<file path="config.mk">
export PLATFORM = sky130hd
export DESIGN_NAME = wb_regfile_flat
export DESIGN_NICKNAME = d
export VERILOG_FILES = /design/src/rtl/wb_regfile_if.sv /design/src/rtl/wb_regfile.sv /design/src/flat_wrapper.sv
export SDC_FILE = /design/constraint.sdc
export NUM_CORES = 2
export LEC_CHECK = 0
export CAP_MARGIN = 25
export CORE_MARGIN = 3
export CORE_UTILIZATION = 61
export DETAILED_ROUTE_END_ITERATION = 8
export PLACE_DENSITY_LB_ADDON = 0.3
export SLEW_MARGIN = 20
export SYNTH_ARGS = -nofsm -noshare
export SYNTH_HDL_FRONTEND = slang
export SYNTH_SLANG_ARGS = --single-unit
export TNS_END_PERCENT = 100
</file>
<file path="constraint.sdc">
create_clock -name clock -period 4.1 [get_ports clock]
set_input_delay 0.82 -clock clock [delete_from_list [all_inputs] [get_ports clock]]
set_output_delay 0.82 -clock clock [all_outputs]
set_load 0.02 [all_outputs]
</file>
<file path="src/rtl/wb_regfile_if.sv">
// wb_regfile_if
// Groups the writeback bus (from the MEM/WB register), the decode-stage read
// addresses and all register-file results into one bundle.
//   master : pipeline side, drives writeback/read-address signals and
//            receives read data, forwarding value and write counter
//   slave  : the register file itself
// Signal summary:
//   wb_next_pc   [31:0]  PC+4 of the retiring instruction
//   wb_alu_out   [31:0]  ALU result
//   wb_mem_out   [31:0]  load data
//   wb_write_reg [4:0]   destination register
//   wb_reg_src           1 = load data, 0 = ALU result
//   wb_reg_write         write request
//   wb_jal               jump-and-link
//   rs_addr/rt_addr      read port A/B addresses
//   rs_data/rt_data      read port A/B data
//   wb_data              selected writeback value (for EX forwarding)
//   wb_dest              effective destination
//   wb_we                effective write enable
//   write_count          number of committed writes
interface wb_regfile_if;
  logic [31:0] wb_next_pc;
  logic [31:0] wb_alu_out;
  logic [31:0] wb_mem_out;
  logic [4:0]  wb_write_reg;
  logic        wb_reg_src;
  logic        wb_reg_write;
  logic        wb_jal;
  logic [4:0]  rs_addr;
  logic [4:0]  rt_addr;
  logic [31:0] rs_data;
  logic [31:0] rt_data;
  logic [31:0] wb_data;
  logic [4:0]  wb_dest;
  logic        wb_we;
  logic [31:0] write_count;

  modport master (
    output wb_next_pc, wb_alu_out, wb_mem_out, wb_write_reg,
           wb_reg_src, wb_reg_write, wb_jal, rs_addr, rt_addr,
    input  rs_data, rt_data, wb_data, wb_dest, wb_we, write_count
  );

  modport slave (
    input  wb_next_pc, wb_alu_out, wb_mem_out, wb_write_reg,
           wb_reg_src, wb_reg_write, wb_jal, rs_addr, rt_addr,
    output rs_data, rt_data, wb_data, wb_dest, wb_we, write_count
  );
endinterface

</file>
<file path="src/rtl/wb_regfile.sv">
// wb_regfile
// Writeback stage plus 31x32 register file with write-through bypass.
// Every cycle is a retire slot: the writeback value is selected, the
// effective destination/enable derived, and the selected value written on
// the next rising clock. Register 0 has no storage and always reads zero.
// Ports:
//   clock  system clock
//   reset  synchronous, active-high; clears array and write counter, forces
//          read data and write enable low while asserted
//   bus    wb_regfile_if.slave, writeback inputs, read addresses and results
module wb_regfile (
  input  logic          clock,
  input  logic          reset,
  wb_regfile_if.slave   bus
);

  logic [31:0] regArray_q [1:31];
  logic [31:0] writeCount_q;
  logic [31:0] writeCount_d;

  logic [31:0] wbData;
  logic [4:0]  wbDest;
  logic        wbWe;

  // Writeback selection: jal links PC+4 into $31, otherwise load or ALU data.
  always_comb begin
    wbData = bus.wb_alu_out;
    wbDest = bus.wb_write_reg;
    if (bus.wb_jal) begin
      wbData = bus.wb_next_pc;
      wbDest = 5'd31;
    end else if (bus.wb_reg_src) begin
      wbData = bus.wb_mem_out;
    end
  end

  // A jal always links even without wb_reg_write; $0 targets and reset
  // cycles are dropped so neither the array nor the counter move.
  always_comb begin
    wbWe = (bus.wb_reg_write | bus.wb_jal) & (wbDest != 5'd0) & ~reset;
  end

  // Counter wraps naturally through 32-bit overflow.
  always_comb begin
    writeCount_d = writeCount_q;
    if (wbWe) begin
      writeCount_d = writeCount_q + 32'd1;
    end
  end

  always_ff @(posedge clock) begin
    if (reset) begin
      for (int i = 1; i < 32; i++) begin
        regArray_q[i] <= 32'h0;
      end
      writeCount_q <= 32'h0;
    end else begin
      if (wbWe) begin
        regArray_q[wbDest] <= wbData;
      end
      writeCount_q <= writeCount_d;
    end
  end

  // Read port A. The bypass lets decode see a value retiring this same cycle.
  always_comb begin
    bus.rs_data = 32'h0;
    if (!reset && bus.rs_addr != 5'd0) begin
      if (wbWe && bus.rs_addr == wbDest) begin
        bus.rs_data = wbData;
      end else begin
        bus.rs_data = regArray_q[bus.rs_addr];
      end
    end
  end

  // Read port B, identical to port A so equal addresses give equal data.
  always_comb begin
    bus.rt_data = 32'h0;
    if (!reset && bus.rt_addr != 5'd0) begin
      if (wbWe && bus.rt_addr == wbDest) begin
        bus.rt_data = wbData;
      end else begin
        bus.rt_data = regArray_q[bus.rt_addr];
      end
    end
  end

  assign bus.wb_data     = wbData;
  assign bus.wb_dest     = wbDest;
  assign bus.wb_we       = wbWe;
  assign bus.write_count = writeCount_q;

endmodule

</file>
<file path="src/flat_wrapper.sv">
// flat-port wrapper written by rule: the top's interface ports become plain ports
module wb_regfile_flat 
  (clock, reset, bus_wb_next_pc, bus_wb_alu_out, bus_wb_mem_out, bus_wb_write_reg, bus_wb_reg_src, bus_wb_reg_write, bus_wb_jal, bus_rs_addr, bus_rt_addr, bus_rs_data, bus_rt_data, bus_wb_data, bus_wb_dest, bus_wb_we, bus_write_count);
  wb_regfile_if bus_i ();
  input  logic clock;
  input  logic reset;
  input wire logic [$bits(bus_i.wb_next_pc)-1:0] bus_wb_next_pc;
  input wire logic [$bits(bus_i.wb_alu_out)-1:0] bus_wb_alu_out;
  input wire logic [$bits(bus_i.wb_mem_out)-1:0] bus_wb_mem_out;
  input wire logic [$bits(bus_i.wb_write_reg)-1:0] bus_wb_write_reg;
  input wire logic [$bits(bus_i.wb_reg_src)-1:0] bus_wb_reg_src;
  input wire logic [$bits(bus_i.wb_reg_write)-1:0] bus_wb_reg_write;
  input wire logic [$bits(bus_i.wb_jal)-1:0] bus_wb_jal;
  input wire logic [$bits(bus_i.rs_addr)-1:0] bus_rs_addr;
  input wire logic [$bits(bus_i.rt_addr)-1:0] bus_rt_addr;
  output wire logic [$bits(bus_i.rs_data)-1:0] bus_rs_data;
  output wire logic [$bits(bus_i.rt_data)-1:0] bus_rt_data;
  output wire logic [$bits(bus_i.wb_data)-1:0] bus_wb_data;
  output wire logic [$bits(bus_i.wb_dest)-1:0] bus_wb_dest;
  output wire logic [$bits(bus_i.wb_we)-1:0] bus_wb_we;
  output wire logic [$bits(bus_i.write_count)-1:0] bus_write_count;
  assign bus_i.wb_next_pc = bus_wb_next_pc;
  assign bus_i.wb_alu_out = bus_wb_alu_out;
  assign bus_i.wb_mem_out = bus_wb_mem_out;
  assign bus_i.wb_write_reg = bus_wb_write_reg;
  assign bus_i.wb_reg_src = bus_wb_reg_src;
  assign bus_i.wb_reg_write = bus_wb_reg_write;
  assign bus_i.wb_jal = bus_wb_jal;
  assign bus_i.rs_addr = bus_rs_addr;
  assign bus_i.rt_addr = bus_rt_addr;
  assign bus_rs_data = bus_i.rs_data;
  assign bus_rt_data = bus_i.rt_data;
  assign bus_wb_data = bus_i.wb_data;
  assign bus_wb_dest = bus_i.wb_dest;
  assign bus_wb_we = bus_i.wb_we;
  assign bus_write_count = bus_i.write_count;
  wb_regfile u_core (.clock(clock), .reset(reset), .bus(bus_i));
endmodule
</file>
==> results.cfg <==
[outcome]
outcome = finished with violations
violations = setup timing

[synth]
ys_ff_latch = 1056
yosys_warnings = 0
synth_common_cells = nor2_1 (1129), edfxtp_1 (1024), mux4_2 (451)
syn_area_sq_um = 55220
synthFlopType = edfxtp_1
synth_edf_count = 1024
yosys-top-cells-area = edfxtp_1 (56%), mux4_2 (18%), nor2_1 (7.7%)
synth_top_area_share_pct = 55.68
ys_seq_area_share_pct = 56.84
synthArstFlopShare_pct = 0
avgSynthCellArea_sq_um = 13.47
postSynthCellCount = 4101
yosysUniqueCellTypes = 59
synth_most_common_cell = nor2_1
yosys.area.top_type = edfxtp_1

[sta]
maxSlewViolCount = 0
tightest_slew_ns = 0.8928
timing.fmax_mhz = 241.8
period_share_pct = 100.9
hold_viol = 0
relSlewSlack_pct = 40.48
setup_viol = 6
rsz0062_at_grt = yes
fin_crit_ns = 4.135
final.setup.worst_slack_ns = -0.03507
fin_skew_ns = 0.01124

[routing]
dr.first_iter.drc_count = 8685
wire_per_inst_um = 36.51
drc = 0
wirelength_um = 217100
post_drt_via_cell_ratio = 7.467
postRouteAntennaNets = 0
vias = 44416
firstDrtPassIters = 8

[global_routing]
gr-total-overflow = 0
grt_start_max_net_pins = 42
antenna_found_initial = 6
grt_pass1_vias = 43878
track_usage_pct = 45.73
grt_pass1_wl_um = 301800

[clocking]
cts_sinks = 1056
cts_tree = yes
clk_pin_slew_ns = 0.06
clockRootBuffer = clkbuf_16
cts_max_level = 3
clkLatencyLatePin_ns = 0.71
numCtsBuffers = 108
clockBufferDepth = 3
holdBufCountCts = 0

[finish]
seqCellArea_sq_um = 31390
drive_gt1_share_pct = 32.19
nFillCells = 5385
finish.utilization_pct = 75.29
final_nets = 4799
multi_input_area_sq_um = 22530
fin_area_sq_um = 67050
syn_to_final_growth_pct = 21.42

[pwr]
power_density_nw_per_um2 = 405.0
vdd.ir_drop.worst_mv = 0.3330
p_total_w = 0.02716
leakage_nw = 24.39

[placement]
dp_worst_setup_slack_ns = -0.6024
port-buffer-count = 249
routabilityCongestion = 1.018
place_hpwl_um = 141400
place_area_sq_um = 63280

[setup_path]
path_max_fanout = 10
endpoint_kind = output port
worstPathArrival_ns = 3.32
start_kind = primary input
crit_type = in -> out
critPathRequiredTime_ns = 3.28

[floorplanning]
start_util_pct = 62.01
io_pins = 250
die-area_sq_um = 94180
row_count = 109
core-area_sq_um = 89060
die_height_um = 306.9
dieWidth_um = 306.9

[flow_run]
maxCapViolations = 0

[worst_hold_path]
hold_class = reg -> reg
kinds of logic (layout without fill, tap and decap cells):
logic type,Yosys count,in the layout,synth area share (%)
AO/OA/AOI/OAI,369,369,4.704
other,1,44,0.006790
multiplexers,728,728,23.69
XOR/XNOR,36,36,0.5709
flip-flops,1056,1056,56.84
buffers and inverters,465,1104,3.707
AND/OR/NAND/NOR,1445,1445,10.46
adder cells (fa/ha/maj),1,1,0.02265
flip-flops by register name, summed over array words and instances, names as in the netlist:
name and flops:
u_core.regArray_q 1024, u_core.bus.write_count 32
routing by layer:
metal | vias up | part of all wire, % | track usage [%]
met4 | 10 | 9.5 | 33.68
li1 | 16730 | - | -
met3 | 1367 | 20 | 23.35
met1 | 21213 | 29 | 54.00
met2 | 5096 | 41 | 64.40
met5 | - | 0.10 | 0.2528
cell type report:
class,count,share of cell area (%)
Tap cell,1165,2.174
Clock inverter,64,0.8248
Inverter,42,0.2351
Timing Repair Buffer,863,12.06
Multi-Input combinational cell,2611,33.60
Clock buffer,135,4.245
Sequential cell,1056,46.81
Antenna cell,12,0.04478
placed cells by master, fill, tap and decap left out, types with 15 or more instances in the layout:
cell type / netlist / layout
buf_4: 30 / 527
nor2_1: 1129 / 1124
buf_2: 78 / 33
o21ai_0: 50 / 47
nand3_1: 34 / 33
nor3_1: 27 / 26
buf_6: 10 / 18
clkbuf_16: 0 / 113
o2111ai_1: 23 / 22
or3_1: 18 / 15
buf_12: 1 / 86
conb_1: 1 / 32
o22ai_1: 106 / 101
xor2_1: 31 / 31
nand2_1: 154 / 112
clkinv_2: 0 / 19
mux2i_1: 157 / 157
a21oi_1: 50 / 15
a22o_1: 16 / 16
clkdlybuf4s50_1: 0 / 169
nand2_2: 0 / 42
dfxtp_1: 32 / 32
clkinv_1: 1 / 26
and3_1: 26 / 22
mux4_2: 451 / 451
o22a_1: 18 / 18
edfxtp_1: 1024 / 1024
clkbuf_1: 277 / 25
mux2_2: 120 / 120
a21oi_4: 0 / 22
a211oi_1: 20 / 16
inv_1: 41 / 40
o221ai_1: 39 / 36
metrics by stage:
| step | hold slack [ns] | setup TNS (ns) | std cells |
|---|---|---|---|
| 2_1_floorplan | 0.5707 | 0 | 4132 |
| 3_3_place_gp | 0.4963 | -23.55 | 5714 |
| 3_5_place_dp | 0.5102 | -24.10 | 5714 |
| 4_1_cts | 0.5155 | -0.02894 | 5923 |
| 5_1_grt | 0.5551 | -0.09845 | 5937 |
| 6_report | 0.5197 | -0.1425 | 5948 |
critical path, stage by stage:
cell and delay, ns:
clkdlybuf4s50_1 0.44, or2_4 0.30, o31ai_1 0.26, a31oi_1 0.13, a2111o_1 0.47, buf_12 0.18
nand2b_4 0.15, buf_6 0.18, o22ai_1 0.14, buf_4 0.22
path summary, 6_finish.rpt:
kind	start	to	slack [ns]	cells after the start
hold reg to reg	u_core.bus.write_count[31]	u_core.bus.write_count[31]	0.52	2
setup / recovery	bus_wb_write_reg[2]	bus_rt_data[19]	-0.04	10
hold / removal	u_core.bus.write_count[31]	u_core.bus.write_count[31]	0.52	2
setup reg to reg	u_core.bus.write_count[6]	u_core.bus.write_count[27]	2.00	6
power breakdown:
group          leakage [nW]  switching, W  internal [W]
registers              10.0      0.000346        0.0124
clock network          1.66       0.00428       0.00546
logic                  12.7       0.00268       0.00195
what timing repair did:
| action | in CTS | in global routing |
|---|---|---|
| endpoints found under the setup margin | 64 | 65 |
| pin swaps | 7 | 9 |
| setup buffers | 11 | 10 |
| resized for setup | 230 | 74 |
| endpoints found under the hold margin | 0 | 0 |
| gates cloned | 1 | 4 |
(Power assumes the default switching activity.)
